**config.mk**
```make
export PLATFORM = sky130hd
export DESIGN_NAME = oclib_words_to_csr_arb
export DESIGN_NICKNAME = d
export VERILOG_FILES = /design/src/rtl/oclib_pkg.sv /design/src/rtl/oclib_rr_arbiter.sv /design/src/rtl/oclib_words_to_csr_arb.sv
export SDC_FILE = /design/constraint.sdc
export NUM_CORES = 1
export LEC_CHECK = 0
export CAP_MARGIN = 20
export CORE_MARGIN = 2
export CORE_UTILIZATION = 40
export CTS_BUF_LIST = sky130_fd_sc_hd__clkbuf_16
export CTS_CLUSTER_DIAMETER = 80
export CTS_CLUSTER_SIZE = 24
export DETAILED_ROUTE_END_ITERATION = 7
export PLACE_DENSITY = 0.75
export SYNTH_ARGS = -nofsm -noshare
export SYNTH_HDL_FRONTEND = slang
export SYNTH_SLANG_ARGS = --single-unit
```
**constraint.sdc**
```tcl
create_clock -name clock -period 6.1 [get_ports clock]
set_clock_uncertainty 0.1 [all_clocks]
set_input_delay 0.915 -clock clock [delete_from_list [all_inputs] [get_ports clock]]
set_output_delay 0.915 -clock clock [all_outputs]
set_load 0.01 [all_outputs]
```
**src/rtl/oclib_pkg.sv**
```systemverilog
// Shared CSR request/feedback types plus round-robin index helpers used by
// the word-to-CSR bridge family.
package oclib_pkg;

    typedef struct packed {
        logic        read;
        logic        write;
        logic [31:0] address;
        logic [31:0] wdata;
    } csr_32_s;

    typedef struct packed {
        logic        ready;
        logic        error;
        logic [31:0] rdata;
    } csr_32_fb_s;

    localparam int DefaultTimeoutCycles = 1024;

    function automatic int rrNext(input int index, input int channels);
        return (index + 1 >= channels) ? 0 : index + 1;
    endfunction

    function automatic int rrWrap(input int base, input int offset, input int channels);
        int sum;
        sum = base + offset;
        return (sum >= channels) ? sum - channels : sum;
    endfunction

endpackage

```
**src/rtl/oclib_rr_arbiter.sv**
```systemverilog
// Round-robin selector: picks the first requesting channel at or after the
// rotating pointer, and moves the pointer past the winner when told to.
module oclib_rr_arbiter
    import oclib_pkg::*;
#(
    parameter int  Channels = 2,
    localparam int IdxWidth = (Channels > 1) ? $clog2(Channels) : 1
) (
    input  logic                clock,
    input  logic                reset,
    input  logic [Channels-1:0] i_request,
    input  logic                i_enable,
    input  logic                i_advance,
    output logic [Channels-1:0] o_grant,
    output logic [IdxWidth-1:0] o_grantIndex
);

    logic [IdxWidth-1:0] r_rrPtr;
    logic                w_found;
    logic [IdxWidth-1:0] w_index;

    always_comb begin
        w_found = 1'b0;
        w_index = '0;
        for (int k = 0; k < Channels; k++) begin
            if (!w_found && i_request[rrWrap(int'(r_rrPtr), k, Channels)]) begin
                w_found = 1'b1;
                w_index = IdxWidth'(rrWrap(int'(r_rrPtr), k, Channels));
            end
        end
    end

    always_comb begin
        o_grant = '0;
        if (i_enable && w_found) begin
            o_grant[w_index] = 1'b1;
        end
    end

    assign o_grantIndex = w_index;

    always_ff @(posedge clock or posedge reset) begin
        if (reset) begin
            r_rrPtr <= '0;
        end else if (i_advance) begin
            r_rrPtr <= IdxWidth'(rrNext(int'(w_index), Channels));
        end
    end

endmodule

```
**src/rtl/oclib_words_to_csr_arb.sv**
```systemverilog
// Several word-request channels share one CSR master port; each request waits
// for target ready or a timeout, and the response goes back to its requester.
module oclib_words_to_csr_arb
    import oclib_pkg::*;
#(
    parameter int  Channels      = 2,
    parameter type CsrType       = oclib_pkg::csr_32_s,
    parameter type CsrFbType     = oclib_pkg::csr_32_fb_s,
    parameter int  TimeoutCycles = DefaultTimeoutCycles,
    parameter int  CountWidth    = 16,
    localparam int IdxWidth      = (Channels > 1) ? $clog2(Channels) : 1
) (
    input  logic                       clock,
    input  logic                       reset,
    input  CsrType   [Channels-1:0]    wordInData,
    input  logic     [Channels-1:0]    wordInValid,
    output logic     [Channels-1:0]    wordInReady,
    output CsrFbType [Channels-1:0]    wordOutData,
    output logic     [Channels-1:0]    wordOutValid,
    input  logic     [Channels-1:0]    wordOutReady,
    output CsrType                     csr,
    input  CsrFbType                   csrFb,
    output logic     [CountWidth-1:0]  timeoutCount,
    output logic                       busy
);

    localparam logic [1:0] StIdle = 2'd0;
    localparam logic [1:0] StWait = 2'd1;
    localparam logic [1:0] StResp = 2'd2;

    logic [1:0]                r_state;
    CsrType                    r_csr;
    logic [IdxWidth-1:0]       r_grantIdx;
    logic [CountWidth-1:0]     r_timer;
    logic [CountWidth-1:0]     r_timeoutCount;
    CsrFbType [Channels-1:0]   r_outData;
    logic [Channels-1:0]       r_outValid;

    logic                      w_idle;
    logic                      w_accept;
    logic                      w_noop;
    logic                      w_timeout;
    logic [Channels-1:0]       w_grant;
    logic [IdxWidth-1:0]       w_grantIdx;
    CsrType                    w_request;
    CsrFbType                  w_noopResp;
    CsrFbType                  w_timeoutResp;

    // Gating with reset keeps ready low while reset is held, even with valids up.
    assign w_idle    = (r_state == StIdle) && !reset;
    assign w_accept  = w_idle && (|wordInValid);
    assign w_request = wordInData[w_grantIdx];
    assign w_noop    = !w_request.read && !w_request.write;
    assign w_timeout = (TimeoutCycles != 0) && (r_timer == CountWidth'(TimeoutCycles - 1));

    oclib_rr_arbiter #(
        .Channels (Channels)
    ) uArbiter (
        .clock        (clock),
        .reset        (reset),
        .i_request    (wordInValid),
        .i_enable     (w_idle),
        .i_advance    (w_accept),
        .o_grant      (w_grant),
        .o_grantIndex (w_grantIdx)
    );

    always_comb begin
        w_noopResp          = '0;
        w_noopResp.ready    = 1'b1;
        w_timeoutResp       = '0;
        w_timeoutResp.ready = 1'b1;
        w_timeoutResp.error = 1'b1;
    end

    always_ff @(posedge clock or posedge reset) begin
        if (reset) begin
            r_state        <= StIdle;
            r_csr          <= '0;
            r_grantIdx     <= '0;
            r_timer        <= '0;
            r_timeoutCount <= '0;
            r_outData      <= '0;
            r_outValid     <= '0;
        end else begin
            case (r_state)
                StIdle: begin
                    if (w_accept) begin
                        r_grantIdx <= w_grantIdx;
                        r_timer    <= '0;
                        // A request with neither read nor write never touches the CSR tree.
                        if (w_noop) begin
                            r_outData[w_grantIdx]  <= w_noopResp;
                            r_outValid[w_grantIdx] <= 1'b1;
                            r_state                <= StResp;
                        end else begin
                            r_csr   <= w_request;
                            r_state <= StWait;
                        end
                    end
                end
                StWait: begin
                    if (csrFb.ready) begin
                        r_outData[r_grantIdx]  <= csrFb;
                        r_outValid[r_grantIdx] <= 1'b1;
                        r_csr.read             <= 1'b0;
                        r_csr.write            <= 1'b0;
                        r_state                <= StResp;
                    end else if (w_timeout) begin
                        r_outData[r_grantIdx]  <= w_timeoutResp;
                        r_outValid[r_grantIdx] <= 1'b1;
                        r_csr.read             <= 1'b0;
                        r_csr.write            <= 1'b0;
                        r_state                <= StResp;
                        if (!(&r_timeoutCount)) begin
                            r_timeoutCount <= r_timeoutCount + 1'b1;
                        end
                    end else if (!(&r_timer)) begin
                        r_timer <= r_timer + 1'b1;
                    end
                end
                StResp: begin
                    if (wordOutReady[r_grantIdx]) begin
                        r_outValid[r_grantIdx] <= 1'b0;
                        r_state                <= StIdle;
                    end
                end
                default: begin
                    r_state <= StIdle;
                end
            endcase
        end
    end

    assign wordInReady  = w_grant;
    assign wordOutData  = r_outData;
    assign wordOutValid = r_outValid;
    assign csr          = r_csr;
    assign timeoutCount = r_timeoutCount;
    assign busy         = (r_state != StIdle);

endmodule

```
Word-level counts from Yosys, hierarchy flattened
Cells that the tools add are included.
{"block": "totals", "register_bits": 172, "output_inout_bits": 155, "wordCells": 135}
{"block": "op_classes", "add_sub_neg": 6, "order_cmp": 9, "eq_ne": 11, "muxes": 54, "bitwise_logic": 13, "n_reduce_logical": 26}
{"cell": "$mux 68", "count": 4}
{"cell": "$mux 66", "count": 4}
{"cell": "$pmux 68 s2", "count": 1}
{"cell": "$bwmux 68", "count": 1}
{"cell": "$demux 34 s1", "count": 2}
{"cell": "$mux 34", "count": 2}
{"cell": "$and 66x66->66", "count": 1}
{"cell": "$not 66->66", "count": 1}
{"cell": "$and 64x64->64", "count": 1}
{"cell": "$lt 32x3->1 const B", "count": 2}
{"cell": "$mux 16", "count": 4}
{"cell": "$mux 32", "count": 2}
{"cell": "$not 64->64", "count": 1}
{"cell": "$add 16x1->16 const B", "count": 2}
{"cell": "$ge 32x3->1 const B", "count": 1}
{"cell": "$pmux 16 s2", "count": 1}
{"cell": "$reduce_and 16->1", "count": 2}
{"cell": "$sub 32x3->32 const B", "count": 1}
{"cell": "$mux 2", "count": 13}
{"cell": "$eq 16x10->1 const B", "count": 1}
{"cell": "$mux 1", "count": 15}
{"cell": "$ne 2x2->1 const B", "count": 6}
{"cell": "$pmux 2 s3", "count": 2}
{"cell": "$reduce_and 4->1", "count": 3}
{"cell": "other kinds (26)", "count": 46}

Logic depth before layout (Yosys ltp)
{"block": "logic_depth", "ltp_word": 18, "mapped_depth": 8, "mapped_depth_nobuf": 6}

Modules after synthesis
Synthesis repeated with hierarchy kept, for this count alone.
{"block": "hier_totals", "hier_cells": 686, "area_unflattened_um2": 7574.8}
{"module": "oclib_words_to_csr_arb", "n_inst": 1, "cells_per_inst": 677, "area_per_inst_um2": 7499.7, "seq_area_each_um2": 4279.1}
{"module": "oclib_rr_arbiter", "n_inst": 1, "cells_per_inst": 9, "area_per_inst_um2": 75.1, "seq_area_each_um2": 25.0}

Worst setup path after synthesis
Ideal clock, no wire load.
{"block": "synth_timing", "path_type": "input port to output port", "start": "in wordInValid[0]", "end": "out wordInReady[0]", "arrival_ps": 1774, "t_required_ps": 5085, "path_slack_ps": 3311, "stages": 5, "n_path_buf": 2, "path_cell_list": "nand2b_1 and2_1 clkbuf_1 clkbuf_1 nor2_1"}
{"block": "synth_via", "elab_chain_cells": 12}
{"element": "start, declared", "line": "oclib_words_to_csr_arb.sv:16", "source": "input logic [Channels-1:0] wordInValid,"}
{"element": "$mux 1 (implied by the code) (3 in series)", "line": "oclib_rr_arbiter.sv:26", "source": "if (!w_found && i_request[rrWrap(int'(r_rrPtr), k, Channels)]) begin"}
{"element": "$mux 1", "line": "oclib_rr_arbiter.sv:26"}
{"element": "$logic_not 1->1", "line": "oclib_rr_arbiter.sv:26"}
{"element": "$logic_and 1x1->1", "line": "oclib_rr_arbiter.sv:26"}
{"element": "$mux 1", "line": "oclib_rr_arbiter.sv:26"}
{"element": "$lt 1x2->1 (implied by the code) / $ge 1x1->1 (equally long branches)", "line": "oclib_rr_arbiter.sv:36", "source": "o_grant[w_index] = 1'b1;"}
{"element": "$logic_and 1x1->1 (implied by the code)", "line": "oclib_rr_arbiter.sv:36"}
{"element": "$mux 1 (implied by the code)", "line": "oclib_rr_arbiter.sv:36"}
{"element": "$demux 1 s1"}
{"element": "$mux 2 (*)", "line": "oclib_rr_arbiter.sv:35", "source": "if (i_enable && w_found) begin"}
{"element": "end, declared", "line": "oclib_words_to_csr_arb.sv:17", "source": "output logic [Channels-1:0] wordInReady,"}
Mark *: on every way between the ends. The rest lies on a longest branch, timed or not. The select of a mux whose other input is x is not followed.

Worst setup path after layout
{"block": "layout_timing", "start": "in wordInValid[0]", "end": "out wordInReady[1]"}
The elaborated chain is that of the path after synthesis.

==> qor.tcl <==
set qor(final_antenna_net_count) 0
set qor(synth_flop_cell) {dfrtp_1}
set qor(hp-class) {flop to flop}
set qor(synthesis.instances) 829
set qor(clk_latency_ns) 0.43
set qor(layout.core_utilization) 0.618
set qor(synthMostInstantiatedCell) {dfrtp_1}
set qor(cpMaxStageDelayCell) {buf_4}
set qor(clock_tree.buffer_depth) 2
set qor(crit-reg2reg-capture) {csr[29]}
set qor(fin_nets) 1301
set qor(post_cts_setup_buffers) 0
set qor(antenna_found_initial) 0
set qor(timing.fmax_ghz) 0.250
set qor(post_cts_resize_count) 0
set qor(ys_seq_area_frac) 0.541
set qor(holdPathEnd) {wordOutData[67]}
set qor(syn-num-nets) 1003
set qor(asyncSetResetFlopFracSynth) 1.00
set qor(yosys_warnings) 0
set qor(cts_tree) {built}
set qor(cts.hold.buffers_added) 0
set qor(clock_tree.root_cell) {clkbuf_16}
set qor(grt_usage) 0.237
set qor(setup_viol) 0
set qor(initialDrtViolationCount) 504
set qor(total_power_w) 0.00523
set qor(rsz0062_at_grt) {no}
set qor(chipHeight_um) 145
set qor(pin_count) 327
set qor(timing_worst_setup_path_type) {input port to output port}
set qor(timing.final.max_slew_violations) 0
set qor(cp_cell_sequence) {clkdlybuf4s50_1 -> nand2b_1 -> nand2_2 -> buf_4 -> nor2_1 -> clkdlybuf4s50_1}
set qor(drc_errors) 0
set qor(cts_num_sinks) 172
set qor(outcome) {complete, no violations}
set qor(worstPathMaxFanout) 66
set qor(die_width_um) 145
set qor(number_of_global_route_vias_before_repair) 7155
set qor(period_minus_slack_ns) 4.00
set qor(post_drt_via_cell_ratio) 5.38
set qor(vias) 7564
set qor(setup.reg_to_reg.worst_slack_ns) 3.31
set qor(number_of_max_cap_violations) 0
set qor(ys_top_cells_by_count) {172 x dfrtp_1, 156 x nand2_1, 115 x nor2_1, 66 x a31oi_1, 44 x clkbuf_1}
set qor(report.final.hold_viol_count) 0
set qor(fin_hold_ws_ns) 0.374
set qor(timing.max_slew.rel_slack) 0.367
set qor(critPathArrivalTime_ns) 2.98
set qor(critPathCaptureType) {output port}
set qor(number_of_enable_flip_flop_cells_after_synthesis) 0
set qor(timing.critical_path.required_ns) 5.08
set qor(post_synth.cell_area_avg_um2) 9.60
set qor(worst_pin_slew_ns) 0.946
set qor(dp_hpwl_um) 18000
set qor(portbufs) 326
set qor(routed_wl_um) 25300
set qor(min_period_over_period) 0.655
set qor(placeableCoreArea_um2) 19500
set qor(cts_made_buffers) 17
set qor(remaining_global_route_overflow) 0
set qor(wire_per_inst_um) 18.0
set qor(clock_input_transition_at_the_sequential_cells_of_the_worst_setup_and_hold_paths_ns) 0.07
set qor(whs_path_depth) 1
set qor(power.static_leakage_nw) 5.03
set qor(floorplan.initialDensity) 0.409
set qor(ir_worst_vdd_mv) 0.224
set qor(gpl.final_weighted_congestion) 0.825
set qor(power_per_cell_area_nw_per_um2) 435
set qor(syn-cell-area_um2) 7960
set qor(floorplan.die_area_um2) 21000
set qor(register_bit_count_reported_by_yosys) 172
set qor(worstReg2RegStart) {r_state[0]}
set qor(synth.top_cell.area_share) 0.541
set qor(synth.lib_cells_used.distinct) 53
set qor(std_cell_rows) 51
set qor(cts_max_level) 4
set qor(drt_pre_antenna_iters) 6
set qor(cpPeakStageDelay_ns) 0.58
set qor(cp_dominant_cell_by_count) {clkdlybuf4s50_1}
set qor(holdCritStartpoint) {wordOutData[67]}
set qor(launching_element_type_of_the_critical_path) {input port}
set qor(timing.setup.tns_ns) 0
set qor(first_pass_grt_wire_length_um) 39900
set qor(layout-drive-gt1-share) 0.0614
set qor(synth_top_cells_by_area) {dfrtp_1 54%, nand2_1 7.4%, nor2_1 5.4%, a31oi_1 5.2%, a22o_1 3.6%}
set qor(insertedDiodeCount) 0
set qor(reg2regPathDepth) 7
set qor(grt_max_degree) 94
set qor(area_growth_pct) 51.1
set qor(yosysTopAreaCell) {dfrtp_1}
## power breakdown
part,switching (W),internal (W)
clock,0.000517,0.000546
sequential,0.000288,0.00157
combinational,0.00106,0.00125
total,0.00187,0.00336
## worst max path at each step
stage                         startpoint        endpoint  slack, ns  depth (start not counted)
after floorplan                    reset          csr[0]       0.42                          1
after global placement    wordInValid[0]  wordInReady[1]       2.11                          6
after detailed placement  wordInValid[0]  wordInReady[1]       2.09                          6
final                     wordInValid[0]  wordInReady[1]       2.10                          6
after CTS                 wordInValid[0]  wordInReady[1]       2.09                          6
after global routing      wordInValid[0]  wordInReady[1]       1.93                          6
## logic make-up (layout without fill, tap and decap cells)
logic type | after synthesis | count (layout) | share of synthesized area
AOI/OAI and AO/OA | 216 | 216 | 0.205
xor gates and xnor gates | 16 | 16 | 0.0176
adders and majority gates | 2 | 2 | 0.00314
buffers and inverters | 66 | 377 | 0.0340
DFF | 172 | 172 | 0.541
muxes | 5 | 5 | 0.00676
and+or+nand+nor | 352 | 352 | 0.193
## flip-flops by register name, indices dropped and copies added, names as in the netlist
| name | flops |
|---|---|
| wordOutData | 68 |
| r_grantIdx | 1 |
| uArbiter.r_rrPtr | 1 |
| csr | 66 |
| r_timer | 16 |
| r_state | 2 |
| wordOutValid | 2 |
| timeoutCount | 16 |
## metal layers
layer | up-vias | GRT usage | wire length (um)
met5 | - | 0 | 0
met4 | 0 | 0.0847 | 738
met3 | 47 | 0.0742 | 2050
met2 | 289 | 0.380 | 12200
met1 | 3631 | 0.303 | 10300
li1 | 3597 | - | -
## area by class of cell
type,instances,area (um^2)
Fill cell,1646,7430
Sequential cell,172,4300
Multi-Input combinational cell,591,3400
Timing Repair Buffer,341,3400
Clock buffer,17,425
Tap cell,265,332
Clock inverter,15,149
Inverter,4,20.0
## through the flow
stage	cells	area [um^2]	setup slack, ns
after global routing	1405	12000	1.93
after CTS	1405	12000	2.09
after detailed placement	1373	11500	2.09
final	1405	12000	2.10
after global placement	1372	11400	2.11
after floorplan	829	7960	0.425
## placed cells by master (no fill, tap or decap), types with 3 or more instances in the layout
master and count:
buf_4 14, o21ai_0 9, xnor2_1 14, inv_8 4, o22a_1 32, and3_1 8
nor3_1 6, nand3_1 21, inv_1 3, a221oi_1 32, nand4_1 9, a31oi_1 66
a21oi_1 15, nand2b_1 6, nand2_1 155, o31ai_1 4, inv_6 6, mux2_2 3
clkdlybuf4s50_1 326, clkinv_4 5, dfrtp_1 172, or3_1 8, clkbuf_16 17, a21o_1 3
nor2_1 112, a22o_1 33, nor2_2 3, or4_1 5, o2bb2ai_1 3, o211ai_1 4
## critical path, delay by kind of cell
kind / cells / cell delay (ns)
buffers and inverters: 3 / 1.63
and+or+nand+nor: 3 / 0.42
No activity file was read; power rests on OpenSTA's default activity.
